[config.mk]
export PLATFORM = sky130hd
export DESIGN_NAME = full_adder_unit_flat
export DESIGN_NICKNAME = d
export VERILOG_FILES = /design/src/rtl/full_adder_unit_pkg.sv /design/src/rtl/full_adder_unit_if.sv /design/src/rtl/full_adder_unit_cell.sv /design/src/rtl/full_adder_unit.sv /design/src/flat_wrapper.sv
export SDC_FILE = /design/constraint.sdc
export NUM_CORES = 1
export LEC_CHECK = 0
export ABC_CLOCK_PERIOD_IN_PS = 2730
export CELL_PAD_IN_SITES_DETAIL_PLACEMENT = 1
export CELL_PAD_IN_SITES_GLOBAL_PLACEMENT = 1
export CORE_AREA = 4 4 41 43
export DETAILED_ROUTE_END_ITERATION = 8
export DIE_AREA = 0 0 45 47
export PLACE_DENSITY_LB_ADDON = 0.1
export SLEW_MARGIN = 5
export SYNTH_ARGS = -nofsm -noshare
export SYNTH_HDL_FRONTEND = slang
export SYNTH_HIERARCHICAL = 1
export SYNTH_SLANG_ARGS = --single-unit
export TNS_END_PERCENT = 100
[constraint.sdc]
create_clock -name clk -period 2.73 [get_ports clk]
set_clock_uncertainty 0.05 [all_clocks]
set_input_delay 0.6825 -clock clk [delete_from_list [all_inputs] [get_ports clk]]
set_output_delay 0.6825 -clock clk [all_outputs]
set_load 0.02 [all_outputs]
[src/rtl/full_adder_unit_pkg.sv]
// Shared constants and the 1-bit full-adder equation used by the cell.
// Compile before every other file of this block.
package full_adder_pkg;

  localparam int FA_DEFAULT_WIDTH = 1;

  // Returns {co, s} for one full-adder bit.
  function automatic logic [1:0] fa_bit(input logic a, input logic b, input logic c);
    logic s;
    logic co;
    s  = a ^ b ^ c;
    co = (a & b) | (a & c) | (b & c);
    return {co, s};
  endfunction

endpackage

[src/rtl/full_adder_unit_if.sv]
// Operand/result bundle between the adder and its user.
// FULL_ADDER_UNIT_OVF_EN adds the registered signed-overflow flag ovf.
interface full_adder_unit_if #(
  parameter int WIDTH = 1
);
  logic [WIDTH-1:0] a;
  logic [WIDTH-1:0] b;
  logic             cin;
  logic             in_valid;
  logic [WIDTH-1:0] sum;
  logic             cout;
  logic             out_valid;
`ifdef FULL_ADDER_UNIT_OVF_EN
  logic             ovf;

  modport master (
    output a, b, cin, in_valid,
    input  sum, cout, out_valid, ovf
  );

  modport slave (
    input  a, b, cin, in_valid,
    output sum, cout, out_valid, ovf
  );
`else
  modport master (
    output a, b, cin, in_valid,
    input  sum, cout, out_valid
  );

  modport slave (
    input  a, b, cin, in_valid,
    output sum, cout, out_valid
  );
`endif

endinterface

[src/rtl/full_adder_unit_cell.sv]
// Combinational 1-bit full-adder cell; chained by full_adder_unit to form
// a ripple-carry adder.
module full_adder_cell
  import full_adder_pkg::*;
(
  input  logic a,
  input  logic b,
  input  logic ci,
  output logic s,
  output logic co
);

  assign {co, s} = fa_bit(a, b, ci);

endmodule

[src/rtl/full_adder_unit.sv]
// Registered ripple-carry adder: {cout,sum} = a + b + cin, one cycle of latency.
// Define FULL_ADDER_UNIT_OVF_EN to also register the signed-overflow flag ovf.
module full_adder_unit
  import full_adder_pkg::*;
#(
  parameter int WIDTH = FA_DEFAULT_WIDTH
) (
  input  logic              clk,
  input  logic              rst,
  full_adder_unit_if.slave  bus
);

  logic [WIDTH:0]   carry;
  logic [WIDTH-1:0] sum_d;
  logic [WIDTH-1:0] sum_q;
  logic             cout_q;
  logic             out_valid_q;

  assign carry[0] = bus.cin;

  // carry[gi] enters bit gi; carry[WIDTH] leaves the MSB as cout
  generate
    for (genvar gi = 0; gi < WIDTH; gi++) begin : g_cell
      full_adder_cell u_cell (
        .a  (bus.a[gi]),
        .b  (bus.b[gi]),
        .ci (carry[gi]),
        .s  (sum_d[gi]),
        .co (carry[gi+1])
      );
    end
  endgenerate

  always_ff @(posedge clk) begin
    if (rst) begin
      sum_q       <= '0;
      cout_q      <= 1'b0;
      out_valid_q <= 1'b0;
    end else begin
      out_valid_q <= bus.in_valid;
      if (bus.in_valid) begin
        sum_q  <= sum_d;
        cout_q <= carry[WIDTH];
      end
    end
  end

  assign bus.sum       = sum_q;
  assign bus.cout      = cout_q;
  assign bus.out_valid = out_valid_q;

`ifdef FULL_ADDER_UNIT_OVF_EN
  logic ovf_d;
  logic ovf_q;

  // Signed overflow: the carry into the sign bit disagrees with the carry out of it
  assign ovf_d = carry[WIDTH] ^ carry[WIDTH-1];

  always_ff @(posedge clk) begin
    if (rst) begin
      ovf_q <= 1'b0;
    end else if (bus.in_valid) begin
      ovf_q <= ovf_d;
    end
  end

  assign bus.ovf = ovf_q;
`endif

endmodule

[src/flat_wrapper.sv]
// flat-port wrapper written by rule: the top's interface ports become plain ports
module full_adder_unit_flat import full_adder_pkg::*;
#(
  parameter int WIDTH = FA_DEFAULT_WIDTH
)
  (clk, rst, bus_a, bus_b, bus_cin, bus_in_valid, bus_sum, bus_cout, bus_out_valid);
  full_adder_unit_if #(.WIDTH(WIDTH)) bus_i ();
  input  logic clk;
  input  logic rst;
  input wire logic [$bits(bus_i.a)-1:0] bus_a;
  input wire logic [$bits(bus_i.b)-1:0] bus_b;
  input wire logic [$bits(bus_i.cin)-1:0] bus_cin;
  input wire logic [$bits(bus_i.in_valid)-1:0] bus_in_valid;
  output wire logic [$bits(bus_i.sum)-1:0] bus_sum;
  output wire logic [$bits(bus_i.cout)-1:0] bus_cout;
  output wire logic [$bits(bus_i.out_valid)-1:0] bus_out_valid;
  assign bus_i.a = bus_a;
  assign bus_i.b = bus_b;
  assign bus_i.cin = bus_cin;
  assign bus_i.in_valid = bus_in_valid;
  assign bus_sum = bus_i.sum;
  assign bus_cout = bus_i.cout;
  assign bus_out_valid = bus_i.out_valid;
  full_adder_unit #(.WIDTH(WIDTH)) u_core (.clk(clk), .rst(rst), .bus(bus_i));
endmodule
==> flow_summary.json, run 1 <==
{
  "rsz0062_at_grt": "no",
  "num_vias": 113,
  "antenna_found_initial": 0,
  "end_kind": "output pin",
  "tns_ps": 0,
  "area_delta_synth_final_pct": 110,
  "synthSimpleGateAreaFrac_pct": 12.1,
  "utilization_pct": 18.4,
  "synth_top_family_by_area": "adder cells",
  "synth_xor_area_share_pct": 0,
  "die_h_microns": 47,
  "hold_buffers": 0,
  "synth_top_area_share_pct": 52.7,
  "grt_pass1_wl_microns": 538,
  "crit_chain": "clkdlybuf4s50_1",
  "synthAdderAreaFrac_pct": 17.6,
  "path_delay_family": "buffers and inverters",
  "coreArea_sq_um": 1300,
  "p_per_area_nw_per_um2": 639,
  "slowest_stage": "clkdlybuf4s50_1",
  "worstMarginPinSlew_ps": 217,
  "grt_max_degree": 4,
  "chipWidth_microns": 45,
  "crit_arrival_ps": 1150,
  "fin_crit_sh_pct": 69.1,
  "layout-drive-gt1-share_pct": 14.3,
  "h-tree-depth": 1,
  "firstDrtPassIters": 1,
  "ios": 9,
  "mostFrequentLayoutCells": "clkdlybuf4s50_1 (8), clkbuf_4 (3), dfxtp_1 (3)",
  "critPathMaxStageDelay_ps": 600,
  "p_leak_nw": 0.0951,
  "max_slew_margin_pct": 85.5,
  "drc_errors": 0,
  "synthMuxAreaShare_pct": 17.6,
  "ys_types": 5,
  "hpwl_microns": 250,
  "setup_viol": 0,
  "avgSynthCellArea_sq_um": 12.7,
  "cts_setup_buffers": 0,
  "crit_buf_inv": 1,
  "path_max_fanout": 2,
  "synth_largest_area_cell": "dfxtp_1",
  "synthTopCellsByArea": "dfxtp_1 (53%), fa_1 (18%), mux2i_1 (18%)",
  "cts.repair.resized": 0,
  "cts-root-buf": "clkbuf_4",
  "seq_area_frac_synth_pct": 52.7,
  "grt_use_total_pct": 4.27,
  "maxCapViolations": 0,
  "syn_nets": 16,
  "syn_inst": 9,
  "finalNonFillerCells": 36,
  "crit_type": "reg2out",
  "grt_pass1_vias": 127,
  "n_antenna_cell": 0,
  "final_common_cell": "clkdlybuf4s50_1",
  "overflow": 0,
  "fin_total_pwr_mw": 0.153,
  "clk_pin_slew_ps": 40,
  "routed_wl_microns": 319,
  "dp_cells": 32,
  "timing_hold_violations_final": 0,
  "synth-seq-cells": 3,
  "cts_buffers": 3,
  "clock_path_buffers": 2,
  "nets": 29,
  "status": "finished clean",
  "die-area_sq_um": 2120,
  "initial_core_util_pct": 8.75,
  "timing.fmax_mhz": 530,
  "syn_area_sq_um": 114,
  "vias_per_cell": 3.14,
  "critPathRequiredTime_ps": 2000,
  "min_path_type": "reg2reg",
  "startpoint_type": "flip-flop",
  "row_count": 13,
  "drv_slew": 0,
  "wl_per_cell_microns": 8.86,
  "synth-compound-area-share_pct": 0,
  "ant_nets": 0,
  "io_buffer_count": 8,
  "insertion_delay_ps": 230,
  "drtIter0Drc": 0,
  "peakVddDrop_v": 0.000330,
  "cts_tree": "yes",
  "routabilityCongestion": 0.595,
  "fin_crit_ps": 1890,
  "cts_sinks": 3,
  "yosysWarnings": 6
}
[where the power goes]
part           switching [mW]  total (mW)  internal, mW
sequential            0.00126      0.0485        0.0473
clock                  0.0240      0.0788        0.0548
combinational          0.0103      0.0253        0.0150
total                  0.0355       0.153         0.117
[path summary, 6_finish.rpt]
path                    from              end  slack (ps)  cells past startpoint
max           u_core/bus.sum          bus_sum         840                      1
min          u_core/bus.cout  u_core/bus.cout         450                      2
min reg2reg  u_core/bus.cout  u_core/bus.cout         450                      2
max reg2reg   u_core/bus.sum   u_core/bus.sum        2090                      2
[layout make-up]
type	instances	area, sq um
fillers	159	1060
repair buffers	8	80.1
flip-flops and latches	3	60.1
multi-input cells	6	53.8
clock buffers	4	26.3
well taps	15	18.8
[stage by stage]
step	setup WS, ps	instance area, sq um	hold slack, ps
after global placement	761	213	432
final	844	239	445
after floorplan	1260	114	529
after global routing	768	239	498
after detailed placement	769	213	435
after CTS	824	239	460
[kinds of logic after synthesis]
group	count (synthesis)
flops	3
simple gates	3
mux	2
fa+ha+maj	1
[registers in the layout, summed over array words and instances (netlist names)]
register	cells
u_core/bus.out_valid	1
u_core/bus.sum	1
u_core/bus.cout	1
[synthesized netlist by cell type]
cell	n
nor2b_1	1
mux2i_1	2
nor2_1	2
fa_1	1
dfxtp_1	3
[tightest hold or removal path, cell delays in order, from the launching register on]
cell and delay [ps]:
dfxtp_1 320, mux2i_1 70, nor2_1 80
[routing by layer]
layer  up-vias  GRT usage [%]  share of wire [%]
met3         0           7.66                 22
met4         0              0                  0
met5         -              0                  0
met2         7           5.65                 46
met1        53           3.18                 31
li1         53              -                  -
No activity file was read; power rests on OpenSTA's default activity.
==> run 2, diff against run 1 <==
--- a/config.mk
+++ b/config.mk
@@ -5,7 +5,7 @@
 export SDC_FILE = /design/constraint.sdc
 export NUM_CORES = 1
 export LEC_CHECK = 0
-export ABC_CLOCK_PERIOD_IN_PS = 2730
+export ABC_CLOCK_PERIOD_IN_PS = 1900
 export CELL_PAD_IN_SITES_DETAIL_PLACEMENT = 1
 export CELL_PAD_IN_SITES_GLOBAL_PLACEMENT = 1
 export CORE_AREA = 4 4 41 43
==> constraint.sdc (replaced) <==
create_clock -name clk -period 1.9 [get_ports clk]
set_clock_uncertainty 0.05 [all_clocks]
set_input_delay 0.475 -clock clk [delete_from_list [all_inputs] [get_ports clk]]
set_output_delay 0.475 -clock clk [all_outputs]
set_load 0.02 [all_outputs]
==> flow_summary.json, run 2 (synthesis results as in run 1) <==
{
  "coreArea_sq_um": 1300,
  "h-tree-depth": 1,
  "startpoint_type": "flip-flop",
  "hold_buffers": 0,
  "wl_per_cell_microns": 8.92,
  "antenna_found_initial": 0,
  "die-area_sq_um": 2120,
  "ff2ff_path_depth": 2,
  "vias_per_cell": 3.08,
  "drc_errors": 0,
  "path_delay_family": "buffers and inverters",
  "top_layer": "met3",
  "path_max_fanout": 2,
  "hpwl_microns": 249,
  "timing.fmax_mhz": 596,
  "overflow": 0,
  "whs_path_depth": 2,
  "ff2ff_setup_slack_ps": 1260,
  "n_antenna_cell": 0,
  "slowest_stage": "clkdlybuf4s50_1",
  "crit_type": "reg2out",
  "power_switching_mw": 0.0509,
  "p_leak_nw": 0.0951,
  "grt_use_total_pct": 4.42,
  "internal-power_mw": 0.168,
  "met2_wirelength_microns": 147,
  "fin_crit_sh_pct": 88.3,
  "fin_crit_ps": 1680,
  "critPathRequiredTime_ps": 1370,
  "wl_met3_microns": 70,
  "dp_cells": 32,
  "cts_sinks": 3,
  "min_path_type": "reg2reg",
  "setup_viol": 0,
  "peakVddDrop_v": 0.000469,
  "insertion_delay_ps": 230,
  "cts_buffers": 3,
  "tns_ps": 0,
  "timing.final.ws_setup_ps": 222,
  "finalNonFillerCells": 36,
  "clk_pin_slew_ps": 40,
  "initial_core_util_pct": 8.75,
  "clkPwrFrac_pct": 51.6,
  "drv_slew": 0,
  "cts.repair.resized": 0,
  "crit_chain": "clkdlybuf4s50_1",
  "crit_arrival_ps": 1150,
  "final_common_cell": "clkdlybuf4s50_1",
  "layout-drive-gt1-share_pct": 14.3,
  "mostFrequentLayoutCells": "clkdlybuf4s50_1 (8), clkbuf_4 (3), dfxtp_1 (3)",
  "m1WireLength_microns": 103,
  "row_count": 13,
  "chipWidth_microns": 45,
  "design_area_sq_um": 239,
  "timing_hold_violations_final": 0,
  "dp_slack_ps": 149,
  "crit_buf_inv": 1,
  "ant_nets": 0,
  "r2r_start": "u_core/bus.sum",
  "routabilityCongestion": 0.596,
  "combPwrFrac_pct": 16.5,
  "rsz0062_at_grt": "no",
  "nets": 29,
  "cts_setup_buffers": 0,
  "cts-root-buf": "clkbuf_4",
  "hold_end": "u_core/bus.cout",
  "status": "finished clean",
  "place_area_sq_um": 213,
  "drtIter0Drc": 1,
  "worstMarginPinSlew_ps": 217,
  "firstDrtPassIters": 2,
  "r2r-end": "u_core/bus.sum",
  "grt_pass1_vias": 131,
  "io_buffer_count": 8,
  "max_slew_margin_pct": 85.5,
  "end_kind": "output pin",
  "grt_pass1_wl_microns": 558,
  "routed_wl_microns": 321,
  "grt_max_degree": 4,
  "min-delay-start": "u_core/bus.cout",
  "p_per_area_nw_per_um2": 917,
  "swShare_pct": 23.2,
  "die_h_microns": 47,
  "area_delta_synth_final_pct": 110,
  "power_frac_seq_pct": 31.8,
  "maxCapViolations": 0,
  "ios": 9,
  "num_vias": 111,
  "clock_path_buffers": 2,
  "critPathMaxStageDelay_ps": 600,
  "cts_tree": "yes"
}
-- run 2: cell counts in the layout (fill, tap and decap cells not counted) --
No cell type changed its count.
-- run 2: worst max path at each step --
stage | start | endpoint | slack [ps] | cells after the start
floorplan | bus_a | u_core/bus.sum | 640 | 3
global placement | bus_a | u_core/bus.sum | 140 | 4
detailed placement | bus_a | u_core/bus.sum | 150 | 4
CTS | u_core/bus.cout | bus_cout | 200 | 1
global route | u_core/bus.cout | bus_cout | 150 | 1
finish | u_core/bus.sum | bus_sum | 220 | 1
-- run 2: power by group through the flow --
| stage | clock [mW] | combinational, mW | sequential (mW) |
|---|---|---|---|
| after global routing | 0.129 | 0.0398 | 0.0705 |
| after CTS | 0.120 | 0.0374 | 0.0699 |
| after detailed placement | 0 | 0.0374 | 0.0707 |
| after global placement | 0 | 0.0375 | 0.0706 |
| final | 0.113 | 0.0362 | 0.0697 |
| after floorplan | 0 | 0.00764 | 0.0765 |
-- run 2: per-layer routing --
layer  vias up  GRT usage, %
met5         -             0
met4         0             0
met3         0          7.66
met2         7          5.65
met1        51          3.64
li1         53             -
-- run 2: stage by stage --
step	hold WS (ps)	utilization (%)	total power, mW
5_1_grt	498	18.4	0.240
4_1_cts	460	18.4	0.227
3_3_place_gp	430	16.3	0.108
3_5_place_dp	435	16.3	0.108
2_1_floorplan	497	-	0.0841
6_report	445	18.4	0.219
-- run 2: area by class of cell --
| class | instances | area [sq um] |
|---|---|---|
| clock buffer | 4 | 26.3 |
| fill | 154 | 1060 |
| multi-input combinational | 6 | 53.8 |
| sequential | 3 | 60.1 |
| timing repair buffer | 8 | 80.1 |
| tap | 15 | 18.8 |
